## config.mk

```make
export PLATFORM = sky130hd
export DESIGN_NAME = serial_add_unit
export DESIGN_NICKNAME = d
export VERILOG_FILES = /design/src/rtl/serial_add_unit_pkg.sv /design/src/rtl/serial_add_unit_add2_slice.sv /design/src/rtl/serial_add_unit.sv
export SDC_FILE = /design/constraint.sdc
export NUM_CORES = 1
export LEC_CHECK = 0
export BUFFER_PORTS_ARGS = -buffer_cell sky130_fd_sc_hd__buf_2
export CAP_MARGIN = 20
export CORE_UTILIZATION = 25
export CTS_BUF_LIST = sky130_fd_sc_hd__clkbuf_4
export DETAILED_ROUTE_END_ITERATION = 16
export SLEW_MARGIN = 20
export SYNTH_ARGS = -nofsm -noshare
export SYNTH_HDL_FRONTEND = slang
export SYNTH_SLANG_ARGS = --single-unit
```

## constraint.sdc

```tcl
create_clock -name clk -period 4.7 [get_ports clk]
set_input_delay 0.705 -clock clk [delete_from_list [all_inputs] [get_ports clk]]
set_output_delay 0.705 -clock clk [all_outputs]
set_load 0.05 [all_outputs]
```

## src/rtl/serial_add_unit_pkg.sv

```systemverilog
// Shared definitions for the digit-serial adder/subtractor:
// controller state encoding and the digit width handled per clock.
package serial_add_unit_pkg;

    // Controller states; the encoding is fixed so other blocks can decode it.
    typedef enum logic [1:0] {
        ST_IDLE = 2'd0,
        ST_RUN  = 2'd1,
        ST_DONE = 2'd2
    } state_t;

    // Bits consumed from each operand per RUN cycle.
    localparam int DIGIT_W = 2;

endpackage : serial_add_unit_pkg

```

## src/rtl/serial_add_unit_add2_slice.sv

```systemverilog
// Combinational 2-bit carry slice: a ripple of full-adder cells that adds
// one digit of each operand plus an incoming carry.
module add2_slice
    import serial_add_unit_pkg::*;
(
    input  logic [DIGIT_W-1:0] x,
    input  logic [DIGIT_W-1:0] y,
    input  logic               ci,
    output logic [DIGIT_W-1:0] s,
    output logic               co
);

    // carry[i] is the carry into bit i of the digit
    logic [DIGIT_W:0] carry;

    assign carry[0] = ci;

    genvar gi;
    generate
        for (gi = 0; gi < DIGIT_W; gi = gi + 1) begin : g_fa
            // One full-adder cell per bit of the digit
            assign s[gi]         = x[gi] ^ y[gi] ^ carry[gi];
            assign carry[gi + 1] = (x[gi] & y[gi]) | (carry[gi] & (x[gi] ^ y[gi]));
        end
    endgenerate

    assign co = carry[DIGIT_W];

endmodule : add2_slice

```

## src/rtl/serial_add_unit.sv

```systemverilog
// Digit-serial WIDTH-bit adder/subtractor. Operands are latched on start and
// consumed 2 bits per clock through a single add2_slice; the result is
// assembled in a shift register and published when the last digit is done.
// Optional build macro SERADD_FLAGS_EN enables the ovf/zero flag logic;
// without it both flag outputs are tied low.
module serial_add_unit
    import serial_add_unit_pkg::*;
#(
    parameter int WIDTH = 32
) (
    input  logic             clk,
    input  logic             rst_n,
    input  logic             start,
    input  logic             sub,
    input  logic [WIDTH-1:0] a,
    input  logic [WIDTH-1:0] b,
    input  logic             c_in,
    output logic             ready,
    output logic             busy,
    output logic             done,
    output logic [WIDTH-1:0] sum,
    output logic             c_out,
    output logic             ovf,
    output logic             zero
);

    // Number of RUN cycles per operation; derived from WIDTH only.
    localparam int STEPS = WIDTH / DIGIT_W;
    localparam int CNT_W = (STEPS > 1) ? $clog2(STEPS) : 1;
    localparam logic [CNT_W-1:0] LAST_CNT = CNT_W'(STEPS - 1);

    state_t             state_reg;
    logic               ready_reg;
    logic               busy_reg;
    logic               done_reg;
    logic [WIDTH-1:0]   op_a_reg;
    logic [WIDTH-1:0]   op_b_reg;
    logic               carry_reg;
    logic [CNT_W-1:0]   cnt_reg;
    logic [WIDTH-1:0]   sum_reg;
    logic               c_out_reg;

    logic [DIGIT_W-1:0] slice_s;
    logic               slice_co;
    logic [WIDTH-1:0]   result_next;
    logic               accept;
    logic               last_step;

    assign accept    = (state_reg == ST_IDLE) && start;
    assign last_step = (state_reg == ST_RUN) && (cnt_reg == LAST_CNT);

    add2_slice u_slice (
        .x  (op_a_reg[DIGIT_W-1:0]),
        .y  (op_b_reg[DIGIT_W-1:0]),
        .ci (carry_reg),
        .s  (slice_s),
        .co (slice_co)
    );

    // The result shift register holds the digits produced so far; the newest
    // digit enters at the top, so after STEPS cycles digit 0 sits at the bottom.
    generate
        if (WIDTH > DIGIT_W) begin : g_acc
            logic [WIDTH-DIGIT_W-1:0] acc_reg;

            assign result_next = {slice_s, acc_reg};

            // Shift each new digit in from the top while running
            always_ff @(posedge clk or negedge rst_n) begin
                if (!rst_n) begin
                    acc_reg <= '0;
                end else if (accept) begin
                    acc_reg <= '0;
                end else if (state_reg == ST_RUN) begin
                    acc_reg <= result_next[WIDTH-1:DIGIT_W];
                end
            end
        end else begin : g_no_acc
            assign result_next = slice_s;
        end
    endgenerate

    // Controller FSM with operand shifters, carry, step counter and outputs
    always_ff @(posedge clk or negedge rst_n) begin
        if (!rst_n) begin
            state_reg <= ST_IDLE;
            ready_reg <= 1'b1;
            busy_reg  <= 1'b0;
            done_reg  <= 1'b0;
            op_a_reg  <= '0;
            op_b_reg  <= '0;
            carry_reg <= 1'b0;
            cnt_reg   <= '0;
            sum_reg   <= '0;
            c_out_reg <= 1'b0;
        end else begin
            done_reg <= 1'b0;
            case (state_reg)
                ST_IDLE: begin
                    if (start) begin
                        op_a_reg  <= a;
                        op_b_reg  <= sub ? ~b : b;
                        carry_reg <= sub | c_in;
                        cnt_reg   <= '0;
                        state_reg <= ST_RUN;
                        ready_reg <= 1'b0;
                        busy_reg  <= 1'b1;
                    end
                end
                ST_RUN: begin
                    op_a_reg  <= op_a_reg >> DIGIT_W;
                    op_b_reg  <= op_b_reg >> DIGIT_W;
                    carry_reg <= slice_co;
                    cnt_reg   <= cnt_reg + CNT_W'(1);
                    if (cnt_reg == LAST_CNT) begin
                        sum_reg   <= result_next;
                        c_out_reg <= slice_co;
                        state_reg <= ST_DONE;
                        busy_reg  <= 1'b0;
                        done_reg  <= 1'b1;
                    end
                end
                ST_DONE: begin
                    state_reg <= ST_IDLE;
                    ready_reg <= 1'b1;
                end
                default: begin
                    state_reg <= ST_IDLE;
                    ready_reg <= 1'b1;
                    busy_reg  <= 1'b0;
                end
            endcase
        end
    end

    assign ready = ready_reg;
    assign busy  = busy_reg;
    assign done  = done_reg;
    assign sum   = sum_reg;
    assign c_out = c_out_reg;

`ifdef SERADD_FLAGS_EN
    logic a_msb_reg;
    logic b_msb_reg;
    logic ovf_reg;
    logic zero_reg;

    // Capture operand sign bits on accept; evaluate flags with the final digit
    always_ff @(posedge clk or negedge rst_n) begin
        if (!rst_n) begin
            a_msb_reg <= 1'b0;
            b_msb_reg <= 1'b0;
            ovf_reg   <= 1'b0;
            zero_reg  <= 1'b0;
        end else if (accept) begin
            a_msb_reg <= a[WIDTH-1];
            b_msb_reg <= sub ? ~b[WIDTH-1] : b[WIDTH-1];
        end else if (last_step) begin
            ovf_reg  <= (a_msb_reg == b_msb_reg) && (slice_s[DIGIT_W-1] != a_msb_reg);
            zero_reg <= (result_next == '0);
        end
    end

    assign ovf  = ovf_reg;
    assign zero = zero_reg;
`else
    // last_step only feeds the flag logic
    logic unused_flags;
    assign unused_flags = last_step;
    assign ovf  = 1'b0;
    assign zero = 1'b0;
`endif

endmodule : serial_add_unit

```

==> metrics <==
status finished clean; clk_skew around 24 ps; Unique masters post-synth 34; Setup TNS 0 ps; crit start category flop; final wirelength approximately 14000 um; largest net degree at the start of global routing 108; pwr dens around 620 nW/um2; Synth area leaders dfrtp_1 (57%), mux2_2 (6.0%), nand2_1 (4.9%); Worst-Margin Slew just over 1000 ps; vias per cell between 4 and 5; Root Driver clkbuf_4; r2r worst-path depth 5; die area around 25000 um2; Post-CTS Setup Bufs 0; headroom to the max-slew limit 0.311; Peak VDD IR 0.254 mV; gr usage total 0.117; first-pass GRT wire length approximately 22000 um; placed insts between 900 and 1000; R2R setup slack about 2300 ps; clock sink count 137; critical path type flop to flop; Post-Layout Cell Count 940; row cnt 56; crit path max fanout between 60 and 70; Avg WL per Cell about 15 um; share of cells above drive strength 1 0.290; Final min period 2390 ps; Final setup viols 0; post-synth top area share 0.568; Num CTS Buffers 17; I/O pin count approximately 110; Syn-to-layout area delta 18.0%; Ys Warns 0; PortBufs ~100; antenna-violating nets left 0; GP Congestion between 0.7 and 0.8; first drt pass iteration count 5; crit share post-route 0.509; CTS tree done; DPL Wire Length around 8400 um; cts repair resizes 0; chip width about 160 um; worst path required time 5140 ps; DRC violations left 0; DR vias 4273; worst reg2reg startpoint state_reg[1]; Clock transition at path regs 140 ps; Final Max Slew Viols 0; Max-Cap Viols 0; area of the mapped netlist around 6000 um2; initial antenna violation count 1; vias in the first global route roughly 4000; largest area contributor in the netlist dfrtp_1; FF-to-FF End op_b_reg[10]; Max Clk Rate 0.418 GHz; post-synthesis sequential area ratio 0.572; H-tree depth 4; hold-fix buffers at CTS 0; Hold Vio Cnt, Final 0; CTS Buffer Depth 2; core footprint ~23000 um2; average cell area after synthesis 11.5 um2; GRT overflow 0; kind of end point of the critical path flop; CP arrival around 2800 ps; Nets 680; #FFs+latches synth ~140; static leakage 0.00318 uW; clk_lat worst skew roughly 540 ps; Initial Util 0.255; Die Y-Extent about 160 um; Syn Inst Count about 520; DR iter-0 viols between 200 and 250; Min-Delay Path Class input pin to asynchronous set/reset pin; RSZ-0062 raised after global routing no
report_power, final:
part | leakage, uW | switching [uW] | internal [uW] | total [uW]
combinational | 0.00122 | 1060 | 624 | 1690
clock | 0.000154 | 464 | 335 | 799
sequential | 0.00181 | 302 | 1620 | 1920
total | 0.00318 | 1830 | 2580 | 4410
layer usage:
layer,part of all wire,wire [um],track usage,vias to the layer above
met5,0,0,0,-
met3,0.047,650,0.0330,5
met4,0.0075,102,0.0392,0
li1,-,-,-,2045
met2,0.47,6490,0.177,114
met1,0.47,6450,0.159,2109
layout by cell type (no fill, tap or decap), types with 19 or more instances in the layout:
cell type and n:
nor2b_1 21, a21oi_1 20, xnor2_1 32, mux2_2 32
nand2_1 79, a22o_1 31, buf_2 103, clkbuf_4 19
o21ai_0 39, o221ai_1 28, a22oi_1 32, dfrtp_1 134
worst max path at each step:
stage / startpoint / to / slack, ps / cells past startpoint
after floorplan: op_a_reg[0] / sum[31] / 3060 / 3
after CTS: state_reg[1] / op_b_reg[10] / 2280 / 5
after global placement: start / op_b_reg[14] / 2140 / 5
after global routing: state_reg[1] / op_b_reg[11] / 2090 / 5
after detailed placement: start / op_b_reg[10] / 2090 / 5
final: state_reg[1] / op_b_reg[10] / 2310 / 5
worst max-delay path: stages, from the launching register on:
cell and delay, ps:
dfrtp_2 380, buf_4 590, o21bai_4 530, buf_4 550, nand2_1 120, o221ai_1 90
kinds of logic after synthesis:
family | Yosys count | synth area share
xor+xnor | 32 | 0.0468
simple gates | 114 | 0.0858
other cells | 1 | 0.000626
buf+inv | 47 | 0.0393
compound gates | 156 | 0.184
mux | 33 | 0.0620
flops | 137 | 0.572
fa+ha+maj | 3 | 0.00877
through the flow:
stage               instance area [um2]   util  total power (uW)  hold slack (ps)  setup slack [ps]
global route                       7070  0.301              4720              308              2090
floorplan                          5990      -              3190              409              3060
CTS                                7070  0.301              4470              275              2280
finish                             7070  0.301              4410              291              2310
detailed placement                 6780  0.289              3660              465              2090
global placement                   6750  0.288              3590              462              2140
cells in the mapped netlist:
master    instances
dfrtp_1         136
nand2_1          79
o21ai_0          39
a22oi_1          32
mux2_2           32
xnor2_1          32
a22o_1           31
o221ai_1         28
nor2b_1          22
a21oi_1          20
buf_2            20
clkbuf_1         18
buf_4             3
buf_6             3
nand3_1           3
nor2_1            3
buf_1             2
fa_1              2
nand2b_1          2
o211ai_1          2
a41oi_1           1
and3b_1           1
conb_1            1
dfstp_2           1
ha_1              1
inv_1             1
mux2_1            1
nand3b_1          1
nor2_4            1
nor3b_1           1
o21bai_1          1
o21bai_2          1
o311ai_0          1
or2_2             1
cell type report:
class | instances | area, um2
Clock buffer | 19 | 143
Timing Repair Buffer | 111 | 599
Inverter | 1 | 3.75
Tap cell | 319 | 399
Multi-Input combinational cell | 340 | 2340
Fill cell | 2423 | 16400
Antenna cell | 1 | 2.50
Clock inverter | 12 | 144
Sequential cell | 137 | 3430
Power figures use the tool's default switching activity.
